===== src/rtl/dac_spi_tx_pkg.sv =====
// dac_spi_tx_pkg: shared states, frame constants and frame builder for the DAC SPI transmitter.
package dac_spi_tx_pkg;
  typedef enum logic [1:0] {IDLE, SHIFT, LATCH} state_e;
  localparam int FRAME_W = 16;
  localparam int CNT_W = 8;
  localparam logic [3:0] DAC_CFG = 4'b0011;
  localparam logic [9:0] DAC_OFFSET = 10'h200;
  // Channel A, unbuffered, gain 1x, active; 10-bit sample left-justified in 12 bits.
  function automatic logic [FRAME_W-1:0] build_frame(input logic [9:0] d);
    return {DAC_CFG, d, 2'b00};
  endfunction
endpackage


===== src/rtl/dac_spi_tx_spi_clk_gen.sv =====
// spi_clk_gen: emits a one-cycle tick every CLK_DIV sysclk cycles while enabled.
module spi_clk_gen
  import dac_spi_tx_pkg::*;
#(
  parameter int CLK_DIV = 25
) (
  input  logic sysclk,
  input  logic rst_n,
  input  logic en_i,
  output logic tick_o
);
  logic [CNT_W-1:0] cnt_q, cnt_d;
  assign tick_o = en_i && (cnt_q == CNT_W'(CLK_DIV - 1));
  always_comb cnt_d = (!en_i || tick_o) ? '0 : cnt_q + 1'b1;
  always_ff @(posedge sysclk)
    if (!rst_n) cnt_q <= '0;
    else cnt_q <= cnt_d;
endmodule


===== src/rtl/dac_spi_tx.sv =====
// dac_spi_tx: 16-bit SPI frame transmitter for a 10-bit DAC with optional LDAC pulse.
// Define DAC_LDAC_PULSE_EN to generate the latch pulse; otherwise dac_ld_n is tied low.
module dac_spi_tx
  import dac_spi_tx_pkg::*;
#(
  parameter int CLK_DIV = 25
) (
  input  logic       sysclk,
  input  logic       rst_n,
  input  logic [9:0] data_in,
  input  logic       load,
  output logic       busy,
  output logic       overrun,
  output logic       dac_cs_n,
  output logic       dac_sck,
  output logic       dac_sdi,
  output logic       dac_ld_n
);
  state_e             state_q;
  logic [3:0]         bit_q;
  logic [FRAME_W-1:0] sh_q;
  logic               busy_q, ovr_q, cs_q, sck_q, sdi_q, tick;

  spi_clk_gen #(.CLK_DIV(CLK_DIV)) u_clk_gen (
    .sysclk (sysclk),
    .rst_n  (rst_n),
    .en_i   (state_q != IDLE),
    .tick_o (tick)
  );

`ifdef DAC_LDAC_PULSE_EN
  logic ld_q;
  assign dac_ld_n = ld_q;
`else
  assign dac_ld_n = 1'b0;
`endif

  assign busy     = busy_q;
  assign overrun  = ovr_q;
  assign dac_cs_n = cs_q;
  assign dac_sck  = sck_q;
  assign dac_sdi  = sdi_q;

  // Each tick ends one SCK half-period; sdi only moves on the high-to-low tick.
  always_ff @(posedge sysclk) begin
    if (!rst_n) begin
      state_q <= IDLE;
      bit_q   <= '0;
      sh_q    <= '0;
      busy_q  <= 1'b0;
      ovr_q   <= 1'b0;
      cs_q    <= 1'b1;
      sck_q   <= 1'b0;
      sdi_q   <= 1'b0;
`ifdef DAC_LDAC_PULSE_EN
      ld_q    <= 1'b1;
`endif
    end else begin
      if (load && state_q != IDLE) ovr_q <= 1'b1;
      case (state_q)
        IDLE: if (load) begin
          state_q       <= SHIFT;
          busy_q        <= 1'b1;
          cs_q          <= 1'b0;
          sck_q         <= 1'b0;
          bit_q         <= 4'd15;
          {sdi_q, sh_q} <= {build_frame(data_in), 1'b0};
        end
        SHIFT: if (tick) begin
          if (!sck_q) sck_q <= 1'b1;
          else if (bit_q == 4'd0) begin
            cs_q    <= 1'b1;
            sck_q   <= 1'b0;
            sdi_q   <= 1'b0;
`ifdef DAC_LDAC_PULSE_EN
            state_q <= LATCH;
            ld_q    <= 1'b0;
`else
            state_q <= IDLE;
            busy_q  <= 1'b0;
`endif
          end else begin
            sck_q         <= 1'b0;
            bit_q         <= bit_q - 4'd1;
            {sdi_q, sh_q} <= {sh_q, 1'b0};
          end
        end
`ifdef DAC_LDAC_PULSE_EN
        LATCH: if (tick) begin
          state_q <= IDLE;
          busy_q  <= 1'b0;
          ld_q    <= 1'b1;
        end
`endif
        default: state_q <= IDLE;
      endcase
    end
  end
endmodule


===== config.mk =====
export PLATFORM = sky130hd
export DESIGN_NAME = dac_spi_tx
export DESIGN_NICKNAME = d
export VERILOG_FILES = /design/src/rtl/dac_spi_tx_pkg.sv /design/src/rtl/dac_spi_tx_spi_clk_gen.sv /design/src/rtl/dac_spi_tx.sv
export SDC_FILE = /design/constraint.sdc
export NUM_CORES = 1
export LEC_CHECK = 0
export BUFFER_PORTS_ARGS = -buffer_cell sky130_fd_sc_hd__buf_2
export CAP_MARGIN = 15
export CORE_MARGIN = 4
export CORE_UTILIZATION = 44
export DETAILED_ROUTE_END_ITERATION = 10
export PLACE_DENSITY = 0.67
export SYNTH_ARGS = -nofsm -noshare
export SYNTH_HDL_FRONTEND = slang
export SYNTH_SLANG_ARGS = --single-unit

===== constraint.sdc =====
create_clock -name sysclk -period 4 [get_ports sysclk]
set_clock_uncertainty 0.05 [all_clocks]
set_input_delay 0.2 -clock sysclk [delete_from_list [all_inputs] [get_ports sysclk]]
set_output_delay 0.2 -clock sysclk [all_outputs]
set_load 0.05 [all_outputs]

# --- Yosys cells after proc, flatten, opt, wreduce, memory -nomap -nowiden ---
# Cells that the tools add are included.
totals:
  ramBits: 0
  latchBits: 0
  ff_bits: 35
  in_bits: 13
  elab_cells: 65
  memories: 0
  output_inout_bits: 6
  mem_bits_ro: 0
classes:
  n_eq_ne: 7
  n_div: 0
  n_mux: 32
  n_addsub: 2
  n_bitwise: 1
  shifts: 0
  mul: 0
  magnitude_cmp: 0
  reduce_logical: 14
op_table:
  columns: ["operator", "n"]
  rows:
  - ["two-way mux 16 bit", 4]
  - ["case mux 16 bit (2 select lines)", 1]
  - ["two-way mux 4 bit", 4]
  - ["two-way mux 1 bit", 13]
  - ["AND reduction 5 bit", 2]
  - ["adder 8 x 1 -> 8 bit (second input constant)", 1]
  - ["equality test 8 x 5 -> 1 bit (second input constant)", 1]
  - ["two-way mux 2 bit", 4]
  - ["!= test 2 bit (second input constant)", 4]
  - ["case mux 1 bit (2 select lines)", 4]
  - ["case mux 4 bit (2 select lines)", 1]
  - ["AND reduction 4 bit", 2]
  - ["logical NOT 4 bit", 1]
  - ["case mux 2 bit (2 select lines)", 1]
  - ["nonzero test 2 bit", 2]
  - ["subtractor 4 x 1 -> 4 bit (second input constant)", 1]
  - ["AND reduction 3 bit", 1]
  - ["equality test 2 x 1 -> 1 bit (second input constant)", 1]
  - ["logical AND 1 bit", 2]
  - ["logical NOT 2 bit", 1]
  - ["!= test 2 x 1 -> 1 bit (second input constant)", 1]
  - ["OR reduction 2 bit", 1]
  - ["logical NOT 1 bit", 1]
  - ["logical OR 1 bit", 1]
  - ["NOT 1 bit", 1]

# --- Longest topological paths before layout ---
# Gate-level depths: netlist of the first run.
logic_depth:
  depth_word: 5
  ltp_mapped: 7
  ltp_nobuf: 6

# --- Hierarchy ---
# A second synthesis of the first run with hierarchy kept.
hier_totals:
  cells_unflattened: 169
  area_unflattened_um2: 1536.5
modules_own_cells:
  columns: ["mod", "seq_area_each_um2", "area_per_inst_um2", "instances", "cells_per_inst"]
  rows:
  - ["dac_spi_tx", 440.4, 1161.1, 1, 127]
  - ["spi_clk_gen", 160.2, 375.4, 1, 42]

# --- Worst setup path after synthesis of the first run ---
# No wires, ideal clock.
synth_timing:
  path_type: "reg2reg"
  startpoint: "register state_q[0]"
  endpoint: "register bit_q[2]"
  t_arrival_ns: 1.584
  required_time_ns: 3.859
  path_buffers: 2
  setup_ns: 0.091
  slack_ns: 2.275
  path_stages_with_launch: 7
  period_less_slack_ns: 1.725
  cell_sequence: "dfxtp_1 > buf_4 > and2_2 > and3_1 > buf_4 > a311oi_1 > a311oi_1"
synth_via:
  elab_chain_len: 4
  elab_cells_between_ends: 11
  classes_between: "5 x eq/ne; 1 x mux; 5 x reduce/logical"
synth_rtl:
  columns: ["element", "line_no", "source"]
  rows:
  - ["start: declaration", "dac_spi_tx.sv:19", "state_e state_q;"]
  - ["start signal: assignment", "dac_spi_tx.sv:47", "state_q <= IDLE;"]
  - ["start signal: assignment", "dac_spi_tx.sv:62", "state_q <= SHIFT;"]
  - ["start signal: assignment", "dac_spi_tx.sv:79", "state_q <= IDLE;"]
  - ["nonzero test 2 bit", "dac_spi_tx.sv:27", ".en_i (state_q != IDLE),"]
  - ["logical AND 1 bit", "dac_spi_tx_spi_clk_gen.sv:13", "assign tick_o = en_i && (cnt_q == CNT_W'(CLK_DIV - 1));"]
  - ["!= test 2 x 1 -> 1 bit (no source line)", null, null]
  - ["AND reduction 5 bit (no source line)", null, null]
  - ["end signal: assignment", "dac_spi_tx.sv:84", "bit_q <= bit_q - 4'd1;"]
  - ["end: declaration", "dac_spi_tx.sv:20", "logic [3:0] bit_q;"]
# Several ways; a longest one is shown, not always the timed one.
# A chain may end at the register's enable or synchronous reset.

# --- Worst setup path in the final report of the first run ---
layout_timing:
  startpoint: "register state_q[0]"
  endpoint: "register bit_q[0]"
# The elaborated chain is that of the path after synthesis.

==> impl_metrics.yaml, run 1 <==
status:
  outcome: "finished clean"
synth:
  async_reset_ff_frac: 0
  synth_top_family_by_area: "simple AND/OR/NAND/NOR gates"
  synth_compound_area_frac: 0.1484
  synth_warnings: 0
  synth-seq-cells: 30
  syn-cell-area_sq_um: 1349
  synth_fa_ha_area_frac: 0.02783
  synth_edf_count: 0
  ys_seq_area_frac: 0.4453
  synth.mux.area_fraction: 0.06679
  synthSimpleGateAreaFrac: 0.1948
  synth_flop_cell: "dfxtp_1"
  syn_area_per_cell_sq_um: 9.302
  ys_types: 37
  synthCells: 145
  synth-xor-area-share: 0.04545
  synthesis.nets: 161
clocking:
  root_buffer: "clkbuf_4"
  numCtsBuffers: 5
  cts.repair.resized: 0
  hold_buffers: 0
  postCtsSetupRepairBufs: 0
  numClockSinks: 30
  clk_latency_ns: 0.33
  cts_max_level: 2
  clk_pin_slew_worst_paths_ns: 0.10
  clockBufferDepth: 2
  cts_tree: "yes"
drt:
  wl_per_cell_um: 12.69
  vias: 1058
  remaining_drc_errors: 0
  drtIter0Drc: 39
  firstDrtPassIters: 4
  viasPerCell: 5.510
  antenna_left: 0
  wirelength_mm: 2.437
placement:
  dp_hpwl_mm: 1.850
  dpl_cell_area_sq_um: 1403
  pre_cts_slack_ns: 1.825
  gp_congestion: 0.7116
  portBuffers: 17
  place_inst: 184
grt:
  grt_max_degree: 22
  grt_pass1_vias: 999
  grt_overflow: 0
  grt_pass1_wl_mm: 4.340
  antenna_found_initial: 0
  grt_usage: 0.1397
floorplanning:
  die_area_sq_um: 4015
  die_w_um: 63.37
  start_util: 0.4728
  core_area_sq_um: 2853
  die_y_um: 63.37
  num_rows: 19
  io_pins: 19
sta:
  fin_hold_ws_ns: 0.07382
  slew_headroom: 0.4850
  fmax_mhz: 458.7
  final.setup.tns_ns: 0
  finalMaxSlewViolations: 0
  timing.final.crit_share: 0.5450
  layout_min_cycle_time_ns: 2.180
  tightest_slew_ns: 0.7715
  setup_viol: 0
  hold_viol_final: 0
  timing.final.ws_setup_ns: 1.820
  grt_setup_unrepaired: "false"
layout:
  stdcell_count: 192
  design_area_sq_um: 1514
  fill_cells: 267
  fin_nets: 176
  drive_above_1_share: 0.1925
  diodes: 0
  syn_to_final_growth_pct: 12.24
critical_path:
  criticalPathCategory: "register to register"
  path_max_fanout: 21
  slowest_delay_ns: 0.83
  slowest_stage: "dfxtp_1"
  critPathTopFamily: "flip-flops"
  path_buf_inv: 0
  cp_data_required_time_ns: 4.20
  worstSetupEndpointType: "register"
  start_kind: "register"
  cp_cell_sequence: "and2_2 > a41o_1 > nor2_1 > a211oi_1"
  cp_data_arrival_time_ns: 2.38
power_and_ir_drop:
  vdd_drop_max_mv: 0.2372
  p_leak_nw: 0.6156
  power_density_nw_per_um2: 470.3
worst_hold_path:
  hold_path.class: "primary input to register"
run:
  cap_viol_max_count: 0
==> worst register-to-register path: cells and delay by family, from the launching register on <==
family          cells  cell delay, ns
flops               1            0.83
compound gates      2            0.82
simple gates        2            0.39
==> layer usage <==
metal / vias to the layer above / wire, um / track usage
met5: - / 0 / 0
met4: 0 / 45 / 0.05660
met3: 7 / 149 / 0.07993
met2: 24 / 1068 / 0.2086
met1: 480 / 1174 / 0.1634
li1: 547 / - / -
==> cell usage in the layout (no fill, tap or decap), types with 2 or more instances in the layout <==
cell / count
nor2_1: 12
o21ai_1: 10
nor3_1: 8
xor2_1: 3
buf_2: 17
inv_1: 6
nand4_1: 2
ha_1: 3
bufinv_16: 2
mux2i_1: 9
clkbuf_4: 5
a21oi_1: 14
and3_1: 2
dfxtp_1: 30
nand3_1: 6
nor2b_1: 2
nand2_1: 4
a311oi_1: 2
a211oi_1: 3
xnor2_1: 4
==> cells in the mapped netlist, types with 4 or more instances <==
cell type | count | area, sq um
nand2_1 | 4 | 15.01
xnor2_1 | 4 | 35.03
nand3_1 | 6 | 30.03
nor2_1 | 12 | 45.04
nor3_1 | 8 | 40.04
dfxtp_1 | 30 | 600.6
a21oi_1 | 14 | 70.07
mux2i_1 | 9 | 90.09
inv_1 | 6 | 22.52
o21ai_1 | 10 | 50.05
==> logic make-up after synthesis <==
kind of cell    Yosys count
simple gates             46
compound gates           34
fa+ha+maj                 3
other cells               1
flops                    30
mux                       9
xor+xnor                  7
buf+inv                  15
==> state kept, by name (all words and copies together), names as in the netlist <==
signal and flops:
dac_sck 1, bit_q 4, overrun 1, dac_cs_n 1, dac_sdi 1, state_q 1, sh_q 13, u_clk_gen.cnt_q 8
==> layout make-up <==
class	count	area (sq um)	share of cell area
timing repair buffer	17	85.08	0.05620
clock inverter	2	60.06	0.03967
tap	31	38.79	0.02562
sequential	30	600.6	0.3967
multi-input combinational	100	655.6	0.4331
clock buffer	6	51.30	0.03388
inverter	6	22.52	0.01488
==> per-stage QoR <==
step	power, mW	utilization
finish	0.7120	0.5307
global route	0.7476	0.5307
CTS	0.7199	0.5307
detailed placement	0.4028	0.4917
global placement	0.3995	0.4917
floorplan	0.3881	-
==> path summary, 6_finish.rpt <==
path	startpoint	endpoint	slack, ns	cells past startpoint
setup / recovery	state_q[0]	bit_q[0]	1.82	4
setup reg to reg	state_q[0]	bit_q[0]	1.82	4
hold reg to reg	sh_q[3]	sh_q[3]	0.41	2
hold / removal	data_in[0]	sh_q[3]	0.07	3
==> power breakdown <==
part | internal, mW | switching, mW
registers | 0.314 | 0.0142
clock network | 0.212 | 0.105
logic | 0.0282 | 0.0383
total | 0.554 | 0.158
No activity file was read; power rests on OpenSTA's default activity.
==> run 2: changes to the inputs <==
ABC_AREA = 1   (was unset)
PLACE_DENSITY = 0.69   (was 0.67)
clock period = 1.8 ns   (was 4 ns; I/O delays follow)
==> impl_metrics.yaml, run 2 <==
drt:
  drtIter0Drc: 64
  top_layer_used: "met4"
  wl_per_cell_um: 10.75
  vias: 1301
  wirelength_mm: 2.934
  m1WireLength_mm: 1.449
  remaining_drc_errors: 0
  wl_met2_mm: 1.261
  antenna_left: 0
  firstDrtPassIters: 4
  wl_met3_um: 159
  viasPerCell: 4.766
synth:
  synthTopCellsByCount: "64 x nand2_1, 30 x dfxtp_1, 24 x nor2_1"
  syn-cell-area_sq_um: 1471
  synthesis.nets: 226
  synth-seq-cells: 30
  synth_top_area_frac: 0.4082
  ys_seq_area_frac: 0.4082
  synth_warnings: 0
  synthCells: 210
  yosys.area.top_type: "dfxtp_1"
  synthTopCellsByArea: "dfxtp_1 41%, nand2_1 16%, nor2_1 6.1%"
  ys_types: 25
  synth_edf_count: 0
  yosysMostFrequentCell: "nand2_1"
  async_reset_ff_frac: 0
  syn_area_per_cell_sq_um: 7.007
  synth_flop_cell: "dfxtp_1"
floorplanning:
  io_pins: 19
  num_rows: 20
  die_y_um: 65.83
  die_area_sq_um: 4334
  core_area_sq_um: 3128
  start_util: 0.4704
  die_w_um: 65.83
grt:
  grt_max_degree: 21
  antenna_found_initial: 0
  grt_usage: 0.1592
  grt_pass1_vias: 1186
  grt_overflow: 0
  grt_pass1_wl_mm: 5.264
layout:
  drive_above_1_share: 0.1834
  final_common_cell: "nand2_1"
  fin_nets: 245
  diodes: 0
  syn_to_final_growth_pct: 11.14
  top_register: "sh_q"
  largest_reg_flops: 13
  mostFrequentLayoutCells: "64 x nand2_1, 30 x dfxtp_1, 24 x nor2_1"
  reg_top3: "sh_q (13), u_clk_gen.cnt_q (8), bit_q (4)"
clocking:
  root_buffer: "clkbuf_4"
  cts_max_level: 2
  clk_pin_slew_worst_paths_ns: 0.08
  cts_tree: "yes"
  clk_latency_ns: 0.33
  postCtsSetupRepairBufs: 0
  numClockSinks: 30
  clockBufferDepth: 2
  numCtsBuffers: 5
critical_path:
  r2r.worst_path.cells: 7
  cp_data_required_time_ns: 2.01
  path_max_fanout: 6
  rr_startpoint: "bit_q[0]"
  critPathLaunch: "bit_q[0]"
  slowest_stage: "dfxtp_1"
  slowest_delay_ns: 0.35
  cp_cell_sequence: "inv_1 > ha_1 > nand2_1 > nor2_1 > nor2_1 > nand4_1 > a21oi_1"
  start_kind: "register"
  criticalPathCategory: "register to register"
  cp_data_arrival_time_ns: 1.74
  cp_common_cell: "nor2_1"
  worstSetupEndpointType: "register"
worst_hold_path:
  min-delay-start: "load"
  hold_path.class: "primary input to register"
  hold_depth: 3
status:
  outcome: "finished clean"
sta:
  hold_viol_final: 0
  timing.final.crit_share: 0.8490
  layout_min_cycle_time_ns: 1.528
  grt_setup_unrepaired: "false"
  setup_viol: 0
  final.setup.tns_ns: 0
  fmax_mhz: 654.4
  finalMaxSlewViolations: 0
run:
  cap_viol_max_count: 0
power_and_ir_drop:
  p_leak_nw: 0.7354
  power_density_nw_per_um2: 846.7
  vdd_drop_max_mv: 0.4281
  power.total_mw: 1.385
placement:
  dp_hpwl_mm: 2.027
  portBuffers: 17
  gp_congestion: 0.7691
==> run 2: cell count changes in the layout (fill, tap and decap cells not counted), moves of 9 or more <==
cell / before / now
nand2_1: 4 / 64
mux2i_1: 9 / 0
inv_1: 6 / 17
nand4_1: 2 / 14
o21ai_1: 10 / 1
nor2_1: 12 / 24
==> run 2: layout make-up <==
| cell class | instances | area (sq um) |
|---|---|---|
| fillers | 332 | 1493 |
| multi-input cells | 148 | 723.2 |
| flip-flops and latches | 30 | 600.6 |
| repair buffers | 23 | 132.6 |
| inverters | 21 | 78.83 |
| well taps | 44 | 55.05 |
| clock buffers | 7 | 45.04 |
==> run 2: timing repair <==
| item | in CTS | in global routing |
|---|---|---|
| endpoints found under the hold margin | 1 | 0 |
| resized for setup | 0 | 1 |
| endpoints found under the setup margin | 0 | 17 |
| hold buffers | 1 | 0 |
==> run 2: kinds of logic after synthesis <==
kind of cell	count (synthesis)	share of synthesized area
simple gates	121	0.3724
other cells	1	0.002549
compound gates	20	0.06802
buf+inv	32	0.1054
flops	30	0.4082
fa+ha+maj	3	0.02551
xor+xnor	3	0.01786
==> run 2: worst max-delay path: cells and delay by family, from the launching register on <==
kind            cells  cell delay (ns)
fa+ha+maj           1             0.23
flops               1             0.35
compound gates      1             0.16
simple gates        4             0.59
buf+inv             1             0.09
==> run 2: worst paths after layout <==
check / end / slack [ns]
max: sh_q[15] / 0.27
min: state_q[0] / 0.004
max reg2reg: sh_q[15] / 0.27
min reg2reg: sh_q[6] / 0.42
==> run 2: through the flow <==
stage          setup slack (ns)  utilization  hold slack [ns]  area [sq um]  instances
2_1_floorplan            0.2084            -           0.1838          1471        210
3_3_place_gp             0.1789       0.5028           0.3200          1573        265
3_5_place_dp             0.1472       0.5028           0.3217          1573        265
4_1_cts                  0.1017       0.5204        0.0001445          1628        273
5_1_grt                 0.07166       0.5228          0.02412          1635        273
6_report                 0.2718       0.5228         0.003850          1635        273
==> run 2: report_power, final <==
group,internal [mW],switching (mW),leakage (nW),total [mW]
sequential,0.707,0.0225,0.245,0.729
clock,0.147,0.212,0.0254,0.359
combinational,0.0976,0.199,0.465,0.297
==> run 2: layer usage <==
metal,up-vias,global-route usage
li1,701,-
met1,573,0.2113
met2,20,0.2315
met3,7,0.05442
met4,0,0.06995
met5,-,0
==> run 3: changes to the inputs <==
clock period = 1.4 ns   (was 1.8 ns; I/O delays follow)
==> impl_metrics.yaml, run 3 (synthesis gave the netlist of run 2 again) <==
status:
  outcome: "complete, but fails checks"
  failed_checks: "negative setup slack"
critical_path:
  start_kind: "register"
  cp_data_arrival_time_ns: 1.63
  worstSetupEndpointType: "register"
  criticalPathCategory: "register to register"
  path_max_fanout: 10
  cp_data_required_time_ns: 1.58
clocking:
  numClockSinks: 30
  root_buffer: "clkbuf_4"
  clockBufferDepth: 2
  cts_max_level: 2
  clk_pin_slew_worst_paths_ns: 0.09
  clk_latency_ns: 0.33
  numCtsBuffers: 5
  cts_tree: "yes"
sta:
  finalMaxSlewViolations: 0
  fmax_mhz: 686.0
  grt_setup_unrepaired: "true"
  layout_min_cycle_time_ns: 1.458
  hold_viol_final: 0
  setup_viol: 15
  timing.final.crit_share: 1.041
  final.setup.tns_ns: -0.5139
  fin_hold_ws_ns: 0.05745
  timing.final.ws_setup_ns: -0.05765
grt:
  grt_pass1_wl_mm: 5.271
  antenna_found_initial: 0
  grt_usage: 0.1649
  met2_usage: 0.2428
  grt_max_degree: 21
  use_met1: 0.2053
  use_met3: 0.05612
  grt-busiest-layer: "met2"
  grt_overflow: 0
  grt_pass1_vias: 1232
power_and_ir_drop:
  vdd_drop_max_mv: 0.5907
  power_density_nw_per_um2: 1040
  p_leak_nw: 0.8693
floorplanning:
  die_area_sq_um: 4334
  io_pins: 19
  die_y_um: 65.83
  start_util: 0.4704
  die_w_um: 65.83
  core_area_sq_um: 3128
  num_rows: 20
layout:
  regArea_sq_um: 609.3
  top_register: "sh_q"
  syn_to_final_growth_pct: 30.87
  multi_input_area_sq_um: 800.8
  fin_nets: 263
  final_common_cell: "nand2_1"
  reg_top3: "sh_q (13), u_clk_gen.cnt_q (8), bit_q (4)"
  drive_above_1_share: 0.3401
  largest_reg_flops: 13
  diodes: 0
  fill_cells: 302
  mostFrequentLayoutCells: "56 x nand2_1, 25 x dfxtp_1, 20 x nor2_1"
drt:
  wirelength_mm: 3.419
  viasPerCell: 4.832
  remaining_drc_errors: 0
  firstDrtPassIters: 4
  vias: 1406
  wl_per_cell_um: 11.75
  antenna_left: 0
  drtIter0Drc: 52
placement:
  dp_hpwl_mm: 2.234
  pre_cts_slack_ns: -0.09787
  portBuffers: 17
  gp_congestion: 0.7735
worst_hold_path:
  hold_path.class: "primary input to register"
run:
  cap_viol_max_count: 0
## run 3: changes by cell type in the layout (fill, tap and decap cells not counted), moves of 3 or more
| cell | change |
|---|---|
| dfxtp_2 | +4 |
| nor2_1 | -4 |
| nand2_1 | -8 |
| dlygate4sd3_1 | +3 |
| dfxtp_1 | -5 |
| buf_4 | +11 |
| inv_1 | -4 |
| nand2_4 | +3 |
| nand2_2 | +5 |
| inv_2 | +4 |
| nor2_2 | +3 |
## run 3: path summary, 6_finish.rpt
check	start	endpoint	slack, ns	cells past startpoint
worst max register to register	bit_q[0]	sh_q[12]	-0.06	10
worst min-delay path	data_in[3]	sh_q[6]	0.06	5
worst min register to register	sh_q[8]	sh_q[8]	0.42	2
worst max-delay path	bit_q[0]	sh_q[12]	-0.06	10
## run 3: layout make-up
class / count / share of cell area
multi-input cells: 148 / 0.4159
flip-flops and latches: 30 / 0.3164
repair buffers: 41 / 0.1696
inverters: 21 / 0.04094
clock buffers: 7 / 0.02859
well taps: 44 / 0.02859
## run 3: repair_timing
item,CTS,global route
buffers inserted,0,2
pin swaps,0,3
endpoints found under the setup margin,20,21
hold endpoints to repair,7,0
gates cloned,0,2
resized for setup,10,21
hold buffers,4,0
## run 3: worst max-delay path, cell delays in order (launching register included)
cell and delay [ns]:
dfxtp_2 0.34, inv_2 0.05, ha_2 0.18, nand2_2 0.08, nor2_4 0.14, nand2_4 0.08, nand3_4 0.12, clkbuf_16 0.17
nand2_1 0.05, nand2_1 0.05, nor2_1 0.04
## run 3: routing by layer
| metal | wire length (um) | vias up | share of wire |
|---|---|---|---|
| met5 | 0 | - | 0 |
| met4 | 72 | 0 | 0.021 |
| met3 | 136 | 6 | 0.040 |
| met2 | 1603 | 24 | 0.47 |
| met1 | 1607 | 642 | 0.47 |
| li1 | - | 734 | - |
## run 3: per-stage QoR
| step | utilization | power [mW] | instances | cell area [sq um] |
|---|---|---|---|---|
| floorplan | - | 1.261 | 210 | 1476 |
| global placement | 0.5348 | 1.385 | 276 | 1673 |
| detailed placement | 0.5348 | 1.390 | 276 | 1673 |
| CTS | 0.5732 | 1.944 | 287 | 1793 |
| global route | 0.6156 | 2.135 | 291 | 1926 |
| finish | 0.6156 | 2.002 | 291 | 1926 |
## run 3: power breakdown
part	switching (mW)	leakage, nW	internal, mW
clock	0.279	0.0314	0.237
sequential	0.0367	0.247	0.910
combinational	0.310	0.591	0.230
total	0.626	0.869	1.38
